`config.mk`:
```
export PLATFORM = sky130hd
export DESIGN_NAME = block_requester_flat
export DESIGN_NICKNAME = d
export VERILOG_FILES = /design/src/rtl/block_requester_pkg.sv /design/src/rtl/block_requester_if.sv /design/src/rtl/block_req_watchdog.sv /design/src/rtl/block_requester.sv /design/src/flat_wrapper.sv
export SDC_FILE = /design/constraint.sdc
export NUM_CORES = 1
export LEC_CHECK = 0
export ABC_AREA = 1
export CAP_MARGIN = 10
export CORE_ASPECT_RATIO = 1.1
export CORE_UTILIZATION = 42
export CTS_CLUSTER_SIZE = 8
export DETAILED_ROUTE_END_ITERATION = 8
export GPL_TIMING_DRIVEN = 0
export PLACE_DENSITY = 0.79
export SETUP_SLACK_MARGIN = 0.02
export SLEW_MARGIN = 20
export SYNTH_ARGS = -nofsm -noshare
export SYNTH_HDL_FRONTEND = slang
export SYNTH_HIERARCHICAL = 1
export SYNTH_SLANG_ARGS = --single-unit
```
`constraint.sdc`:
```
create_clock -name clk -period 1.6 [get_ports clk]
set_input_delay 0.4 -clock clk [delete_from_list [all_inputs] [get_ports clk]]
set_output_delay 0.4 -clock clk [all_outputs]
set_load 0.02 [all_outputs]
```
`src/rtl/block_requester_pkg.sv`:
```
// Shared constants for the block requester: state encodings and
// default sizing for the data path and the ack watchdog.
package block_requester_pkg;

   localparam int DEF_DATA_WIDTH     = 16;
   localparam int DEF_TIMEOUT_CYCLES = 15;
   localparam int DEF_CNT_WIDTH      = 4;

   localparam logic [1:0] S_IDLE     = 2'd0;
   localparam logic [1:0] S_WAIT_ACK = 2'd1;
   localparam logic [1:0] S_RELEASE  = 2'd2;
   localparam logic [1:0] S_RESP     = 2'd3;

endpackage

```
`src/rtl/block_requester_if.sv`:
```
// Request/response channel plus block enable/write/data/ack wires.
// master = the requester, slave = controller and block side.
interface block_requester_if #(
   parameter int DATA_WIDTH = 16
) ();

   logic                  req_valid;
   logic                  req_write;
   logic [DATA_WIDTH-1:0] req_data;
   logic                  req_ready;
   logic                  resp_valid;
   logic [DATA_WIDTH-1:0] resp_data;
   logic                  resp_err;
   logic                  resp_ready;
   logic                  blk_enable;
   logic                  blk_write;
   logic [DATA_WIDTH-1:0] blk_wdata;
   logic [DATA_WIDTH-1:0] blk_rdata;
   logic                  blk_ack;

   modport master (
      input  req_valid, req_write, req_data, resp_ready,
      input  blk_rdata, blk_ack,
      output req_ready, resp_valid, resp_data, resp_err,
      output blk_enable, blk_write, blk_wdata
   );

   modport slave (
      output req_valid, req_write, req_data, resp_ready,
      output blk_rdata, blk_ack,
      input  req_ready, resp_valid, resp_data, resp_err,
      input  blk_enable, blk_write, blk_wdata
   );

endinterface

```
`src/rtl/block_req_watchdog.sv`:
```
// Counts consecutive stalled edges; flags expiry on the edge that
// would reach TIMEOUT_CYCLES. Clears whenever the stall ends.
module block_req_watchdog
   import block_requester_pkg::*;
#(
   parameter int TIMEOUT_CYCLES = DEF_TIMEOUT_CYCLES,
   parameter int CNT_WIDTH      = DEF_CNT_WIDTH
) (
   input  logic clk,
   input  logic reset,
   input  logic i_clear,
   input  logic i_inc,
   output logic o_expired
);

   logic [CNT_WIDTH-1:0] r_cnt;

   assign o_expired = i_inc &&
                      (r_cnt == CNT_WIDTH'(TIMEOUT_CYCLES - 1));

   always_ff @(posedge clk or posedge reset) begin
      if (reset) begin
         r_cnt <= '0;
      end else if (i_clear || o_expired) begin
         r_cnt <= '0;
      end else if (i_inc) begin
         r_cnt <= r_cnt + CNT_WIDTH'(1);
      end
   end

endmodule

```
`src/rtl/block_requester.sv`:
```
// Initiator for the block enable/write/data/ack handshake.
// Optional ack watchdog enabled by defining BLOCK_REQ_TIMEOUT_EN.
module block_requester
   import block_requester_pkg::*;
#(
   parameter int DATA_WIDTH     = DEF_DATA_WIDTH,
   parameter int TIMEOUT_CYCLES = DEF_TIMEOUT_CYCLES,
   parameter int CNT_WIDTH      = DEF_CNT_WIDTH
) (
   input  logic               clk,
   input  logic               reset,
   block_requester_if.master  bus
);

   if (CNT_WIDTH < $clog2(TIMEOUT_CYCLES + 1)) begin : g_bad_cnt
      $error("CNT_WIDTH cannot hold TIMEOUT_CYCLES");
   end

   logic [1:0]            r_state;
   logic                  r_blk_enable;
   logic                  r_blk_write;
   logic [DATA_WIDTH-1:0] r_blk_wdata;
   logic                  r_resp_valid;
   logic [DATA_WIDTH-1:0] r_resp_data;
   logic                  w_timeout;

`ifdef BLOCK_REQ_TIMEOUT_EN
   logic r_resp_err;
   logic w_wd_inc;

   // Stalled: waiting for ack to rise, or for it to fall again
   assign w_wd_inc = ((r_state == S_WAIT_ACK) && !bus.blk_ack) ||
                     ((r_state == S_RELEASE) && bus.blk_ack);

   block_req_watchdog #(
      .TIMEOUT_CYCLES (TIMEOUT_CYCLES),
      .CNT_WIDTH      (CNT_WIDTH)
   ) u_watchdog (
      .clk       (clk),
      .reset     (reset),
      .i_clear   (!w_wd_inc),
      .i_inc     (w_wd_inc),
      .o_expired (w_timeout)
   );

   assign bus.resp_err = r_resp_err;
`else
   assign w_timeout    = 1'b0;
   assign bus.resp_err = 1'b0;
`endif

   assign bus.req_ready  = (r_state == S_IDLE);
   assign bus.resp_valid = r_resp_valid;
   assign bus.resp_data  = r_resp_data;
   assign bus.blk_enable = r_blk_enable;
   assign bus.blk_write  = r_blk_write;
   assign bus.blk_wdata  = r_blk_wdata;

   always_ff @(posedge clk or posedge reset) begin
      if (reset) begin
         r_state      <= S_IDLE;
         r_blk_enable <= 1'b0;
         r_blk_write  <= 1'b0;
         r_blk_wdata  <= '0;
         r_resp_valid <= 1'b0;
         r_resp_data  <= '0;
`ifdef BLOCK_REQ_TIMEOUT_EN
         r_resp_err   <= 1'b0;
`endif
      end else begin
         unique case (r_state)
            S_IDLE: begin
               if (bus.req_valid) begin
                  r_blk_enable <= 1'b1;
                  r_blk_write  <= bus.req_write;
                  if (bus.req_write) begin
                     r_blk_wdata <= bus.req_data;
                  end
                  r_state <= S_WAIT_ACK;
               end
            end
            S_WAIT_ACK: begin
               if (bus.blk_ack) begin
                  r_resp_data  <= bus.blk_rdata;
                  r_blk_enable <= 1'b0;
                  r_blk_write  <= 1'b0;
                  r_state      <= S_RELEASE;
               end else if (w_timeout) begin
                  r_blk_enable <= 1'b0;
                  r_blk_write  <= 1'b0;
                  r_resp_data  <= '0;
                  r_resp_valid <= 1'b1;
`ifdef BLOCK_REQ_TIMEOUT_EN
                  r_resp_err   <= 1'b1;
`endif
                  r_state      <= S_RESP;
               end
            end
            S_RELEASE: begin
               // Block must drop ack before the next access may start
               if (!bus.blk_ack) begin
                  r_resp_valid <= 1'b1;
`ifdef BLOCK_REQ_TIMEOUT_EN
                  r_resp_err   <= 1'b0;
`endif
                  r_state      <= S_RESP;
               end else if (w_timeout) begin
                  r_resp_data  <= '0;
                  r_resp_valid <= 1'b1;
`ifdef BLOCK_REQ_TIMEOUT_EN
                  r_resp_err   <= 1'b1;
`endif
                  r_state      <= S_RESP;
               end
            end
            S_RESP: begin
               if (bus.resp_ready) begin
                  r_resp_valid <= 1'b0;
                  r_state      <= S_IDLE;
               end
            end
            default: begin
               r_state <= S_IDLE;
            end
         endcase
      end
   end

endmodule
```
`src/flat_wrapper.sv`:
```
// flat-port wrapper written by rule: the top's interface ports become plain ports
module block_requester_flat import block_requester_pkg::*;
#(
   parameter int DATA_WIDTH     = DEF_DATA_WIDTH,
   parameter int TIMEOUT_CYCLES = DEF_TIMEOUT_CYCLES,
   parameter int CNT_WIDTH      = DEF_CNT_WIDTH
)
  (clk, reset, bus_req_valid, bus_req_write, bus_req_data, bus_resp_ready, bus_blk_rdata, bus_blk_ack, bus_req_ready, bus_resp_valid, bus_resp_data, bus_resp_err, bus_blk_enable, bus_blk_write, bus_blk_wdata);
  block_requester_if #(.DATA_WIDTH(DATA_WIDTH)) bus_i ();
  input  logic clk;
  input  logic reset;
  input wire logic [$bits(bus_i.req_valid)-1:0] bus_req_valid;
  input wire logic [$bits(bus_i.req_write)-1:0] bus_req_write;
  input wire logic [$bits(bus_i.req_data)-1:0] bus_req_data;
  input wire logic [$bits(bus_i.resp_ready)-1:0] bus_resp_ready;
  input wire logic [$bits(bus_i.blk_rdata)-1:0] bus_blk_rdata;
  input wire logic [$bits(bus_i.blk_ack)-1:0] bus_blk_ack;
  output wire logic [$bits(bus_i.req_ready)-1:0] bus_req_ready;
  output wire logic [$bits(bus_i.resp_valid)-1:0] bus_resp_valid;
  output wire logic [$bits(bus_i.resp_data)-1:0] bus_resp_data;
  output wire logic [$bits(bus_i.resp_err)-1:0] bus_resp_err;
  output wire logic [$bits(bus_i.blk_enable)-1:0] bus_blk_enable;
  output wire logic [$bits(bus_i.blk_write)-1:0] bus_blk_write;
  output wire logic [$bits(bus_i.blk_wdata)-1:0] bus_blk_wdata;
  assign bus_i.req_valid = bus_req_valid;
  assign bus_i.req_write = bus_req_write;
  assign bus_i.req_data = bus_req_data;
  assign bus_i.resp_ready = bus_resp_ready;
  assign bus_i.blk_rdata = bus_blk_rdata;
  assign bus_i.blk_ack = bus_blk_ack;
  assign bus_req_ready = bus_i.req_ready;
  assign bus_resp_valid = bus_i.resp_valid;
  assign bus_resp_data = bus_i.resp_data;
  assign bus_resp_err = bus_i.resp_err;
  assign bus_blk_enable = bus_i.blk_enable;
  assign bus_blk_write = bus_i.blk_write;
  assign bus_blk_wdata = bus_i.blk_wdata;
  block_requester #(.DATA_WIDTH(DATA_WIDTH), .TIMEOUT_CYCLES(TIMEOUT_CYCLES), .CNT_WIDTH(CNT_WIDTH)) u_core (.clk(clk), .reset(reset), .bus(bus_i));
endmodule
```
==> results.cfg <==
[outcome]
outcome = completed

[power]
p_leak_nw = 1.41
powerDensity_mw_per_mm2 = 1860
peakVddDrop_v = 0.000829

[die]
coreArea_mm2 = 0.00396
die_height_um = 69.7
die_w_um = 63.5
dieArea_mm2 = 0.00442
io_pins = 75
start_util_pct = 44.1
rows = 24

[worst_setup_path]
cpLargestDelayFamily = flip-flops
path_buf_inv = 2
cp-start-kind = register
cp_slowest_cell = dfrtp_1
worstSetupPathType = register to output pin
crit_path_end_kind = output pin
arrival_ps = 1140
worstPathCellList = inv_2 > ha_4 > buf_2
critPathRequiredTime_ps = 1200
crit_path_max_incr_delay_ps = 410
path_max_fanout = 4

[logic_synthesis]
synth_area_leader_cell = dfrtp_1
syn_area_mm2 = 0.00175
ys_warn_count = 6
avgSynthCellArea_um2 = 9.40
yosys-top-cells-area = dfrtp_1, nand2_1, o21ai_2, nand2_2, nand3_1
ys_seq_area_share_pct = 53.0
ys_types = 16
synth_top_area_share_pct = 53.0
synth_nets = 228
syn_inst = 186
ys_ff_latch = 37

[clock_tree]
cts_buffers = 5
htreeDepth = 2
root_buffer = clkbuf_8
clk_latency_ps = 280
cts.clk_slew.worst_paths_ps = 70
cts_buffer_depth = 2
cts_tree = done
cts_num_sinks = 37

[drt]
drc_errors = 0
vias = 1435
antenna_left = 0
viasPerCell = 4.47
wire_per_inst_um = 11.6
wirelength_um = 3740
first_iter_violations = 70
dr.pass1.iters = 4

[sta]
skew_ps = 1.63
timing.final.crit_share_pct = 96.1
fmax_mhz = 650
hold_ws_ps = 380
period_minus_slack_ps = 1540
rsz0062_at_grt = no
slew_violations = 0
setup_violations = 0
timing_hold_violations_final = 0

[grt]
antenna_found_initial = 0
grt_max_degree = 26
overflow = 0
first_global_vias = 1431
grt_pass1_wl_um = 6330
grtUsageTotal_pct = 18.8

[run]
cap_violations = 0

[place]
placed_area_mm2 = 0.00255
io_buffers = 72
dp_hpwl_um = 2800
place.gp.congestion = 0.761

[layout]
utilization_pct = 66.8
fillerInstances = 362
drive_above_1_share_pct = 23.8
nNetsFinal = 310
multi_input_area_um2 = 649
regArea_um2 = 926
area_delta_synth_final_pct = 51.5
design_area_mm2 = 0.00265
diodes = 0

[hold_path]
hold_path.class = input pin to async pin
## where the power goes
group	switching (W)	total [W]	internal [W]
registers	0.000236	0.00161	0.00138
clock network	0.000310	0.000818	0.000508
logic	0.00146	0.00249	0.00104
## synth_stat cells
cell type / n
o21ai_1: 3
inv_1: 22
nand2_2: 17
dfrtp_1: 37
nor2_2: 1
nand2_1: 51
ha_1: 4
buf_2: 1
o21ai_2: 17
buf_4: 2
buf_6: 6
nand3_1: 18
nand3_4: 1
conb_1: 1
nand3b_1: 1
inv_2: 4
## flip-flops by register name, summed over array words and instances (netlist names)
| register | count |
|---|---|
| u_core/bus.blk_write | 1 |
| u_core/bus.resp_valid | 1 |
| u_core/r_state | 2 |
| u_core/bus.blk_enable | 1 |
| u_core/bus.resp_data | 16 |
| u_core/bus.blk_wdata | 16 |
## layout by cell type, fill, tap and decap left out, types with 4 or more instances in the layout
cell,instances
buf_4,4
buf_6,6
clkbuf_8,6
clkdlybuf4s50_1,36
dfrtp_1,37
dlygate4sd2_1,35
inv_1,19
inv_2,7
nand2_1,51
nand2_2,17
nand3_1,18
o21ai_2,17
## stage by stage
step	total power [W]	TNS (ps)	cells	setup slack [ps]
after floorplan	0.00322	0	186	221
after global placement	0.00431	-18130	310	-484
after detailed placement	0.00438	-235	311	-235
after CTS	0.00494	0	319	21.4
after global routing	0.00529	0	321	16.8
final	0.00492	0	321	62.3
## per-layer routing
metal  up-vias  share of wire, %  GRT usage (%)  wire (µm)
met5         -                 0              0          0
met4         0               1.2           6.06         46
met3         4               3.8           5.43        143
met2        42                51           32.7       1890
met1       655                44           21.8       1650
li1        734                 -              -          -
## area by class of cell
type                       instances  share of cell area, %
buffer                             9                   3.31
clock buffer                       7                   3.26
clock inverter                     1                   1.13
inverter                          26                   3.68
multi-input combinational        114                   24.5
sequential                        37                   35.0
tap                               52                   2.46
timing repair buffer              75                   26.7
## final timing paths
check                                           end                    start  cells past startpoint  slack, ps
hold reg to reg             u_core/bus.resp_data[6]  u_core/bus.resp_data[6]                      2        460
setup / recovery                      bus_req_ready        u_core/r_state[0]                      3         60
max in group asynchronous  u_core/bus.resp_data[11]                    reset                      3        800
setup reg to reg              u_core/bus.blk_enable        u_core/r_state[0]                      7        180
min in group clk            u_core/bus.resp_data[6]              bus_blk_ack                      3        400
hold / removal             u_core/bus.blk_wdata[13]                    reset                      2        380
## timing repair
| action | 4_1_cts | 5_1_grt |
|---|---|---|
| setup buffers | 0 | 2 |
| pin swaps | 0 | 0 |
| setup endpoints to repair | 36 | 1 |
| hold buffers | 0 | 0 |
| gates cloned | 0 | 0 |
| resized for setup | 42 | 1 |
## cell families (layout without fill, tap and decap cells)
group / Yosys count / in the layout / share of synthesized area, %
and+or+nand+nor: 89 / 89 / 24.0
DFF: 37 / 37 / 53.0
buffers and inverters: 35 / 118 / 10.6
AOI/OAI and AO/OA: 20 / 20 / 9.38
adders and majority gates: 4 / 4 / 2.86
other: 1 / 1 / 0.215
(Power assumes the default switching activity.)
